[src/rtl/bcd_counter_ctrl_pkg.sv]
// rtl/bcd_counter_ctrl_pkg.sv - shared types and constants for the BCD count sequencer
package bcd_ctrl_pkg;
  typedef logic [3:0] bcd_digit_t;

  typedef enum logic [1:0] {
    IDLE = 2'd0,
    RUN  = 2'd1,
    HALT = 2'd2
  } state_t;

  localparam bcd_digit_t BCD_MAX    = 4'd9;
  localparam bcd_digit_t BLANK_CODE = 4'hF;

  function automatic logic is_bcd(bcd_digit_t d);
    return d <= BCD_MAX;
  endfunction
endpackage

[src/rtl/bcd_counter_ctrl_if.sv]
// rtl/bcd_counter_ctrl_if.sv - control and digit bundle between controller and its driver
interface bcd_counter_ctrl_if;
  import bcd_ctrl_pkg::*;

  logic       start;
  logic       stop;
  logic       up_down;
  logic       load;
  bcd_digit_t load_tens;
  bcd_digit_t load_units;
  bcd_digit_t tens;
  bcd_digit_t units;
  logic       running;
  logic       tc_pulse;

  modport master (
    output start, stop, up_down, load, load_tens, load_units,
    input  tens, units, running, tc_pulse
  );

  modport slave (
    input  start, stop, up_down, load, load_tens, load_units,
    output tens, units, running, tc_pulse
  );
endinterface

[src/rtl/bcd_counter_ctrl_tick_prescaler.sv]
// rtl/bcd_counter_ctrl_tick_prescaler.sv - divides clk into a one-cycle step tick every PER enabled cycles
module tick_prescaler #(
  parameter int PER = 10
) (
  input  logic clk,
  input  logic rst,
  input  logic clr,
  input  logic en,
  output logic tick
);
  localparam int W = (PER > 1) ? $clog2(PER) : 1;
  localparam logic [W-1:0] LAST = W'(PER - 1);

  logic [W-1:0] cnt;

  assign tick = en && (cnt == LAST);

  always_ff @(posedge clk) begin
    if (rst || clr) begin
      cnt <= '0;
    end else if (en) begin
      cnt <= tick ? '0 : cnt + 1'b1;
    end
  end
endmodule

[src/rtl/bcd_counter_ctrl.sv]
// rtl/bcd_counter_ctrl.sv - two-digit BCD up/down count sequencer; BCD_BLANK_LEADING_ZERO_EN blanks a zero tens digit
module bcd_counter_ctrl
  import bcd_ctrl_pkg::*;
#(
  parameter int CLK_HZ  = 50_000_000,
  parameter int TICK_HZ = 1,
  parameter int WRAP    = 1
) (
  input logic               clk,
  input logic               rst,
  bcd_counter_ctrl_if.slave bus
);
  localparam int PER = CLK_HZ / TICK_HZ;

  state_t     state, state_nx;
  bcd_digit_t tens_q, units_q, tens_nx, units_nx;
  logic       tc_q, tc_nx, running_q;
  logic       tick, pre_clr;

  // Prescaler restarts on every load and on a fresh start, so the first step is a full period away.
  assign pre_clr = bus.load || (state == IDLE && bus.start && !bus.stop);

  tick_prescaler #(.PER(PER)) u_prescaler (
    .clk  (clk),
    .rst  (rst),
    .clr  (pre_clr),
    .en   (state == RUN),
    .tick (tick)
  );

  always_comb begin
    state_nx = state;
    tens_nx  = tens_q;
    units_nx = units_q;
    tc_nx    = 1'b0;
    if (bus.load) begin
      if (is_bcd(bus.load_tens) && is_bcd(bus.load_units)) begin
        tens_nx  = bus.load_tens;
        units_nx = bus.load_units;
      end
      if (state == HALT) state_nx = IDLE;
    end else if (bus.stop) begin
      if (state == RUN) state_nx = IDLE;
    end else begin
      case (state)
        IDLE: if (bus.start) state_nx = RUN;
        RUN: if (tick) begin
          if (bus.up_down) begin
            if (tens_q == BCD_MAX && units_q == BCD_MAX) begin
              tc_nx = 1'b1;
              if (WRAP != 0) begin
                tens_nx  = 4'd0;
                units_nx = 4'd0;
              end else begin
                state_nx = HALT;
              end
            end else begin
              if (units_q < BCD_MAX) begin
                units_nx = units_q + 4'd1;
              end else begin
                units_nx = 4'd0;
                tens_nx  = tens_q + 4'd1;
              end
              // Saturating mode halts as soon as a step lands on the limit.
              if (WRAP == 0 && tens_q == BCD_MAX && units_q == 4'd8) begin
                tc_nx    = 1'b1;
                state_nx = HALT;
              end
            end
          end else begin
            if (tens_q == 4'd0 && units_q == 4'd0) begin
              tc_nx = 1'b1;
              if (WRAP != 0) begin
                tens_nx  = BCD_MAX;
                units_nx = BCD_MAX;
              end else begin
                state_nx = HALT;
              end
            end else begin
              if (units_q != 4'd0) begin
                units_nx = units_q - 4'd1;
              end else begin
                units_nx = BCD_MAX;
                tens_nx  = tens_q - 4'd1;
              end
              if (WRAP == 0 && tens_q == 4'd0 && units_q == 4'd1) begin
                tc_nx    = 1'b1;
                state_nx = HALT;
              end
            end
          end
        end
        default: ;
      endcase
    end
  end

  always_ff @(posedge clk) begin
    if (rst) begin
      state     <= IDLE;
      tens_q    <= 4'd0;
      units_q   <= 4'd0;
      tc_q      <= 1'b0;
      running_q <= 1'b0;
    end else begin
      state     <= state_nx;
      tens_q    <= tens_nx;
      units_q   <= units_nx;
      tc_q      <= tc_nx;
      running_q <= (state_nx == RUN);
    end
  end

`ifdef BCD_BLANK_LEADING_ZERO_EN
  assign bus.tens = (tens_q == 4'd0) ? BLANK_CODE : tens_q;
`else
  assign bus.tens = tens_q;
`endif
  assign bus.units    = units_q;
  assign bus.running  = running_q;
  assign bus.tc_pulse = tc_q;
endmodule

[src/flat_wrapper.sv]
// flat-port wrapper written by rule: the top's interface ports become plain ports
module bcd_counter_ctrl_flat import bcd_ctrl_pkg::*;
#(
  parameter int CLK_HZ  = 50_000_000,
  parameter int TICK_HZ = 1,
  parameter int WRAP    = 1
)
  (clk, rst, bus_start, bus_stop, bus_up_down, bus_load, bus_load_tens, bus_load_units, bus_tens, bus_units, bus_running, bus_tc_pulse);
  bcd_counter_ctrl_if bus_i ();
  input logic clk;
  input logic rst;
  input wire logic [$bits(bus_i.start)-1:0] bus_start;
  input wire logic [$bits(bus_i.stop)-1:0] bus_stop;
  input wire logic [$bits(bus_i.up_down)-1:0] bus_up_down;
  input wire logic [$bits(bus_i.load)-1:0] bus_load;
  input wire logic [$bits(bus_i.load_tens)-1:0] bus_load_tens;
  input wire logic [$bits(bus_i.load_units)-1:0] bus_load_units;
  output wire logic [$bits(bus_i.tens)-1:0] bus_tens;
  output wire logic [$bits(bus_i.units)-1:0] bus_units;
  output wire logic [$bits(bus_i.running)-1:0] bus_running;
  output wire logic [$bits(bus_i.tc_pulse)-1:0] bus_tc_pulse;
  assign bus_i.start = bus_start;
  assign bus_i.stop = bus_stop;
  assign bus_i.up_down = bus_up_down;
  assign bus_i.load = bus_load;
  assign bus_i.load_tens = bus_load_tens;
  assign bus_i.load_units = bus_load_units;
  assign bus_tens = bus_i.tens;
  assign bus_units = bus_i.units;
  assign bus_running = bus_i.running;
  assign bus_tc_pulse = bus_i.tc_pulse;
  bcd_counter_ctrl #(.CLK_HZ(CLK_HZ), .TICK_HZ(TICK_HZ), .WRAP(WRAP)) u_core (.clk(clk), .rst(rst), .bus(bus_i));
endmodule
[config.mk]
export PLATFORM = sky130hd
export DESIGN_NAME = bcd_counter_ctrl_flat
export DESIGN_NICKNAME = d
export VERILOG_FILES = /design/src/rtl/bcd_counter_ctrl_pkg.sv /design/src/rtl/bcd_counter_ctrl_if.sv /design/src/rtl/bcd_counter_ctrl_tick_prescaler.sv /design/src/rtl/bcd_counter_ctrl.sv /design/src/flat_wrapper.sv
export SDC_FILE = /design/constraint.sdc
export NUM_CORES = 1
export LEC_CHECK = 0
export CAP_MARGIN = 15
export CORE_MARGIN = 2
export CORE_UTILIZATION = 45
export CTS_BUF_LIST = sky130_fd_sc_hd__clkbuf_16
export DETAILED_ROUTE_END_ITERATION = 10
export DONT_BUFFER_PORTS = 1
export PLACE_DENSITY = 0.68
export SYNTH_ARGS = -nofsm -noshare
export SYNTH_HDL_FRONTEND = slang
export SYNTH_SLANG_ARGS = --single-unit
[constraint.sdc]
create_clock -name clk -period 2.7 [get_ports clk]
set_clock_uncertainty 0.1 [all_clocks]
set_input_delay 0.54 -clock clk [delete_from_list [all_inputs] [get_ports clk]]
set_output_delay 0.54 -clock clk [all_outputs]
set_load 0.05 [all_outputs]
==> flow_summary.json, run 1 <==
{
  "status": "finished, final reports clean",
  "wl_per_cell_um": 14.8,
  "p_int_mw": 0.970,
  "fin_crit_sh_pct": 80.9,
  "final_util_pct": 50.9,
  "max_freq_ghz": 0.458,
  "seq_area_frac_synth_pct": 33.1,
  "p_sw_share_pct": 26.8,
  "gp_congestion": 0.846,
  "end_kind": "flop",
  "die_h_um": 75.5,
  "path_cells": "ha_1, nand4b_1, o21ai_1, o2111ai_1, a211oi_1, nor3_1",
  "yosysTopAreaCellShare_pct": 33.1,
  "io_pins": 24,
  "diodes": 0,
  "io_buffers": 0,
  "cts_hold_buf": 0,
  "switching_power_mw": 0.356,
  "syn_inst": 280,
  "crit_path_start_kind": "flop",
  "ys.flop_type": "dfxtp_1",
  "synth_top_cell_by_area": "dfxtp_1",
  "path_max_fanout": 8,
  "tritoncts": "yes",
  "cts-buffers-inserted": 5,
  "grt_max_degree": 26,
  "yosysWarnings": 0,
  "detail-route-antenna-nets": 0,
  "hold_viol_final": 0,
  "fp.dieArea_mm2": 0.00570,
  "clk_latency_ns": 0.29,
  "final_cell_mix": "38 x nor2_1, 38 x dfxtp_1, 19 x xnor2_1, 18 x nor3_1, 17 x nand2_1",
  "cap_violations": 0,
  "syn_nets": 302,
  "synth_edf_count": 0,
  "vias_per_cell": 5.93,
  "synthDistinctLibCells": 58,
  "r2r_slack_ns": 0.52,
  "period_minus_slack_ns": 2.18,
  "first_iter_violations": 156,
  "p_comb_share_pct": 11.9,
  "cts_setup_buffers": 0,
  "placed_area_mm2": 0.00240,
  "hold-path-endpoint": "u_core.bus.units[3]",
  "design_area_mm2": 0.00255,
  "cts_resized": 0,
  "die_x_um": 75.5,
  "rr_startpoint": "u_core.bus.units[0]",
  "drv_slew": 0,
  "cp.required_ns": 2.77,
  "worstMarginPinSlew_ns": 0.518,
  "path_clk_slew_ns": 0.06,
  "drive_above_1_share_pct": 9.54,
  "core_area_mm2": 0.00501,
  "fillers": 511,
  "crit_family": "compound AO/OA/AOI/OAI gates",
  "first_pass_iters": 4,
  "setup_viol": 0,
  "cpMaxStageDelayCell": "o21ai_1",
  "antenna_found_initial": 0,
  "p_leak_nw": 0.835,
  "async_reset_ff_share_pct": 0,
  "slew_headroom_pct": 65.2,
  "reg2reg_to": "u_core.bus.tens[3]",
  "via_count": 2092,
  "r2r_cells": 6,
  "yosys-top-cells-area": "dfxtp_1 33%, xnor2_1 7.2%, nor2_1 6.2%, ha_1 4.4%, nor3_1 3.9%",
  "grt_pass1_vias": 1773,
  "p_clk_share_pct": 44.1,
  "dp_hpwl_um": 3820,
  "rsz0062_at_grt": "false",
  "holdPathStages": 1,
  "hold_class": "in2reg",
  "crit_type": "reg2reg",
  "rows": 26,
  "start_util_pct": 45.9,
  "pwr-share-seq_pct": 43.9,
  "nets": 304,
  "worstHoldStart": "rst",
  "path_buf_inv": 0,
  "htree_levels": 2,
  "cp_slowest_stage_delay_ns": 0.49,
  "max-clock-path-buffers": 2,
  "area_growth_pct": 11.0,
  "drc_errors": 0,
  "grt_pass1_wl_um": 8180,
  "setup_tns_ns": 0,
  "ys_ff_latch": 38,
  "holdWs_ns": 0.213,
  "synthesis.area_mm2": 0.00230,
  "p_per_area_mw_per_mm2": 519,
  "drt_wl_total_um": 5240,
  "vdd_drop_max_mv": 0.230,
  "grt_usage_pct": 18.6,
  "critPathArrivalTime_ns": 2.25,
  "clock_sinks": 38,
  "cts-root-buf": "clkbuf_16",
  "grt_overflow": 0,
  "syn_avg_cell_area_um2": 8.21
}
==> flip-flops by register name, indices dropped and copies added (netlist names) <==
register and flops:
u_core.bus.tens 4, u_core.u_prescaler.cnt 26, u_core.bus.units 4, u_core.bus.tc_pulse 1, u_core.bus.running 1, u_core.state 2
==> how the worst max path moves through the flow <==
stage / from / endpoint / slack, ns / cells past startpoint
after floorplan: u_core.bus.units[0] / u_core.bus.tens[0] / 0.30 / 7
after global placement: u_core.bus.tens[0] / u_core.bus.tens[0] / 0.58 / 8
after detailed placement: u_core.bus.units[0] / u_core.bus.tens[2] / 0.56 / 7
after CTS: u_core.bus.units[0] / u_core.bus.tens[2] / 0.54 / 7
after global routing: u_core.bus.units[0] / u_core.bus.tens[3] / 0.28 / 6
final: u_core.bus.units[0] / u_core.bus.tens[3] / 0.52 / 6
==> power by group through the flow <==
stage               registers [mW]  clock network (mW)  logic, mW
floorplan                    0.618                   0      0.101
global placement             0.594                   0      0.156
detailed placement           0.594                   0      0.156
CTS                          0.582               0.594      0.157
global route                 0.583               0.622      0.173
finish                       0.582               0.585      0.158
==> per-stage QoR <==
stage / power, mW / cells / setup slack [ns]
CTS: 1.33 / 353 / 0.537
global placement: 0.750 / 345 / 0.578
detailed placement: 0.751 / 345 / 0.560
global route: 1.38 / 353 / 0.284
finish: 1.33 / 353 / 0.515
floorplan: 0.719 / 280 / 0.297
==> synthesized netlist by cell type (all sizes together) (4+ instances only) <==
master,instances
dfxtp,38
nor2,38
xnor2,19
nand2,18
nor3,18
nand3,13
inv,10
a21oi,9
nand4,9
nor4,9
o21ai,9
clkbuf,8
ha,8
xor2,7
buf,6
a211oi,4
and3,4
nand2b,4
==> layout make-up <==
cell class	instances	area (um2)	share of cell area [%]
Clock inverter	3	21.3	0.834
Inverter	10	37.5	1.47
Sequential cell	38	761	29.8
Clock buffer	5	125	4.90
Timing Repair Buffer	9	80.1	3.14
Tap cell	70	87.6	3.43
Multi-Input combinational cell	218	1440	56.4
==> worst register-to-register path, delay by kind of cell, from the launching register on <==
kind                     cells  cell delay (ns)
adder cells (fa/ha/maj)      1             0.20
AO/OA/AOI/OAI                3             1.06
flip-flops                   1             0.43
AND/OR/NAND/NOR              2             0.28
==> kinds of logic (layout without fill, tap and decap cells) <==
| kind of cell | count (synthesis) | after routing | synth area share, % |
|---|---|---|---|
| adder cells (fa/ha/maj) | 8 | 8 | 4.36 |
| AND/OR/NAND/NOR | 139 | 139 | 34.1 |
| AO/OA/AOI/OAI | 45 | 45 | 14.3 |
| XOR/XNOR | 26 | 26 | 9.91 |
| flip-flops | 38 | 38 | 33.1 |
| buffers and inverters | 24 | 27 | 4.30 |
==> per-layer routing <==
layer / wire, um / track usage, % / vias to the layer above
li1: - / - / 1024
met1: 2540 / 25.2 / 999
met2: 2340 / 29.0 / 61
met3: 303 / 5.69 / 8
met4: 59 / 4.87 / 0
met5: 0 / 0 / -
Power figures use the tool's default switching activity.
==> inputs of run 2 (changes only) <==
==> constraint.sdc (replaced) <==
create_clock -name clk -period 2.1 [get_ports clk]
set_clock_uncertainty 0.1 [all_clocks]
set_input_delay 0.42 -clock clk [delete_from_list [all_inputs] [get_ports clk]]
set_output_delay 0.42 -clock clk [all_outputs]
set_load 0.05 [all_outputs]
==> run 2 against run 1 <==
Effect of this change:
- worst hold slack worse by 0.12 ns
- design area up 7.6%
- register-to-register slack worse by 0.46 ns
- clock-buffer cell count unchanged
- worst setup slack worse by 0.46 ns
- sequential share of layout area down 1.4 points
- critical path type unchanged
- largest cell class unchanged
==> flow_summary.json, run 2 (synthesis results as in run 1) <==
{
  "path_cells": "or4_4, nor4_4, buf_4, a21o_2, nor2_1, a311oi_1",
  "cpMaxStageDelayCell": "or4_4",
  "p_sw_share_pct": 25.7,
  "gp_congestion": 0.885,
  "nets": 324,
  "cp_slowest_stage_delay_ns": 0.54,
  "grt_overflow": 0,
  "p_clk_share_pct": 42.0,
  "die_h_um": 75.5,
  "path_clk_slew_ns": 0.06,
  "first_pass_iters": 5,
  "layout_commonest_cell": "nor2_1",
  "hold_viol_final": 0,
  "grt_pass1_vias": 1888,
  "end_kind": "flop",
  "path_max_fanout": 6,
  "pwr-share-seq_pct": 44.5,
  "crit_type": "reg2reg",
  "drv_slew": 0,
  "setup_tns_ns": 0,
  "switching_power_mw": 0.433,
  "p_int_mw": 1.25,
  "setup_viol": 0,
  "p_per_area_mw_per_mm2": 614,
  "io_buffers": 0,
  "crit_family": "simple AND/OR/NAND/NOR gates",
  "start_util_pct": 45.9,
  "via_count": 2131,
  "regMostFlops": "u_core.u_prescaler.cnt",
  "wl_per_cell_um": 14.7,
  "clk_latency_ns": 0.28,
  "cts-buffers-inserted": 5,
  "worst_slack_ns": 0.0543,
  "path_buf_inv": 1,
  "final_cell_mix": "38 x nor2_1, 29 x buf_4, 27 x dfxtp_1, 19 x xnor2_1, 18 x nor3_1",
  "fillers": 495,
  "hold_class": "in2reg",
  "dp_hpwl_um": 4000,
  "p_leak_nw": 0.937,
  "first_iter_violations": 148,
  "period_minus_slack_ns": 2.05,
  "max-clock-path-buffers": 2,
  "detail-route-antenna-nets": 0,
  "vias_per_cell": 5.73,
  "p_comb_share_pct": 13.5,
  "clock_sinks": 38,
  "tritoncts": "yes",
  "cap_violations": 0,
  "totalPowerFinal_mw": 1.69,
  "status": "finished, final reports clean",
  "drt_wl_total_um": 5460,
  "antenna_found_initial": 0,
  "worstMarginPinSlew_ns": 0.478,
  "area_growth_pct": 19.4,
  "max_freq_ghz": 0.489,
  "vdd_drop_max_mv": 0.349,
  "die_x_um": 75.5,
  "cts_hold_buf": 0,
  "rows": 26,
  "preCtsSetupSlack_ns": -0.0125,
  "diodes": 0,
  "largest_reg_flops": 26,
  "cts-root-buf": "clkbuf_16",
  "io_pins": 24,
  "htree_levels": 2,
  "grt_max_degree": 26,
  "crit_path_start_kind": "flop",
  "drive_above_1_share_pct": 22.5,
  "drc_errors": 0,
  "critPathArrivalTime_ns": 2.11,
  "grt_pass1_wl_um": 8830,
  "cp.required_ns": 2.16,
  "core_area_mm2": 0.00501,
  "grt_usage_pct": 20.2,
  "fp.dieArea_mm2": 0.00570,
  "rsz0062_at_grt": "true",
  "slew_headroom_pct": 68.1,
  "fin_crit_sh_pct": 97.4
}
## run 2: final cells by class
type / count / area (um2) / area share [%]
clock inverters: 2 / 10.0 / 0.365
clock buffers: 5 / 125 / 4.56
inverters: 10 / 37.5 / 1.37
flip-flops and latches: 38 / 779 / 28.4
multi-input cells: 218 / 1490 / 54.2
well taps: 70 / 87.6 / 3.19
repair buffers: 29 / 218 / 7.93
## run 2: power groups by stage
stage,Combinational [mW],Sequential [mW],Clock (mW)
floorplan,0.130,0.796,0
global placement,0.205,0.765,0
detailed placement,0.207,0.765,0
CTS,0.210,0.749,0.725
global route,0.246,0.752,0.765
finish,0.227,0.751,0.707
## run 2: per-stage QoR
stage,hold WS (ns),std cells,area [um2],utilization [%]
2_1_floorplan,0.375,280,2310,-
3_3_place_gp,0.384,361,2530,50.4
3_5_place_dp,0.386,361,2530,50.4
4_1_cts,0.0941,368,2670,53.2
5_1_grt,0.0905,372,2750,54.8
6_report,0.0981,372,2750,54.8
## run 2: metal layers
layer / GRT usage (%) / wire (um) / vias to the layer above
met2: 31.3 / 2470 / 68
met3: 5.42 / 335 / 10
met4: 5.26 / 65 / 0
met1: 27.9 / 2590 / 989
li1: - / - / 1064
met5: 0 / 0 / -
## run 2: repair_timing
item	CTS	global route
endpoints found under the setup margin	1	2
gates resized for setup	1	14
pin swaps	0	8
buffers inserted	0	4
## run 2: worst paths after layout
| kind | start | end | slack [ns] | depth (start not counted) |
|---|---|---|---|---|
| worst min register to register | u_core.u_prescaler.cnt[1] | u_core.u_prescaler.cnt[1] | 0.42 | 2 |
| worst min-delay path | rst | u_core.bus.units[3] | 0.1 | 1 |
| worst max register to register | u_core.u_prescaler.cnt[9] | u_core.bus.units[0] | 0.05 | 6 |
| worst max-delay path | u_core.u_prescaler.cnt[9] | u_core.bus.units[0] | 0.05 | 6 |
## run 2: worst reg2reg max path, cell delays in order (launching register included)
cell and delay [ns]:
dfxtp_2 0.33, or4_4 0.54, nor4_4 0.29, buf_4 0.18, a21o_2 0.19, nor2_1 0.06
a311oi_1 0.24
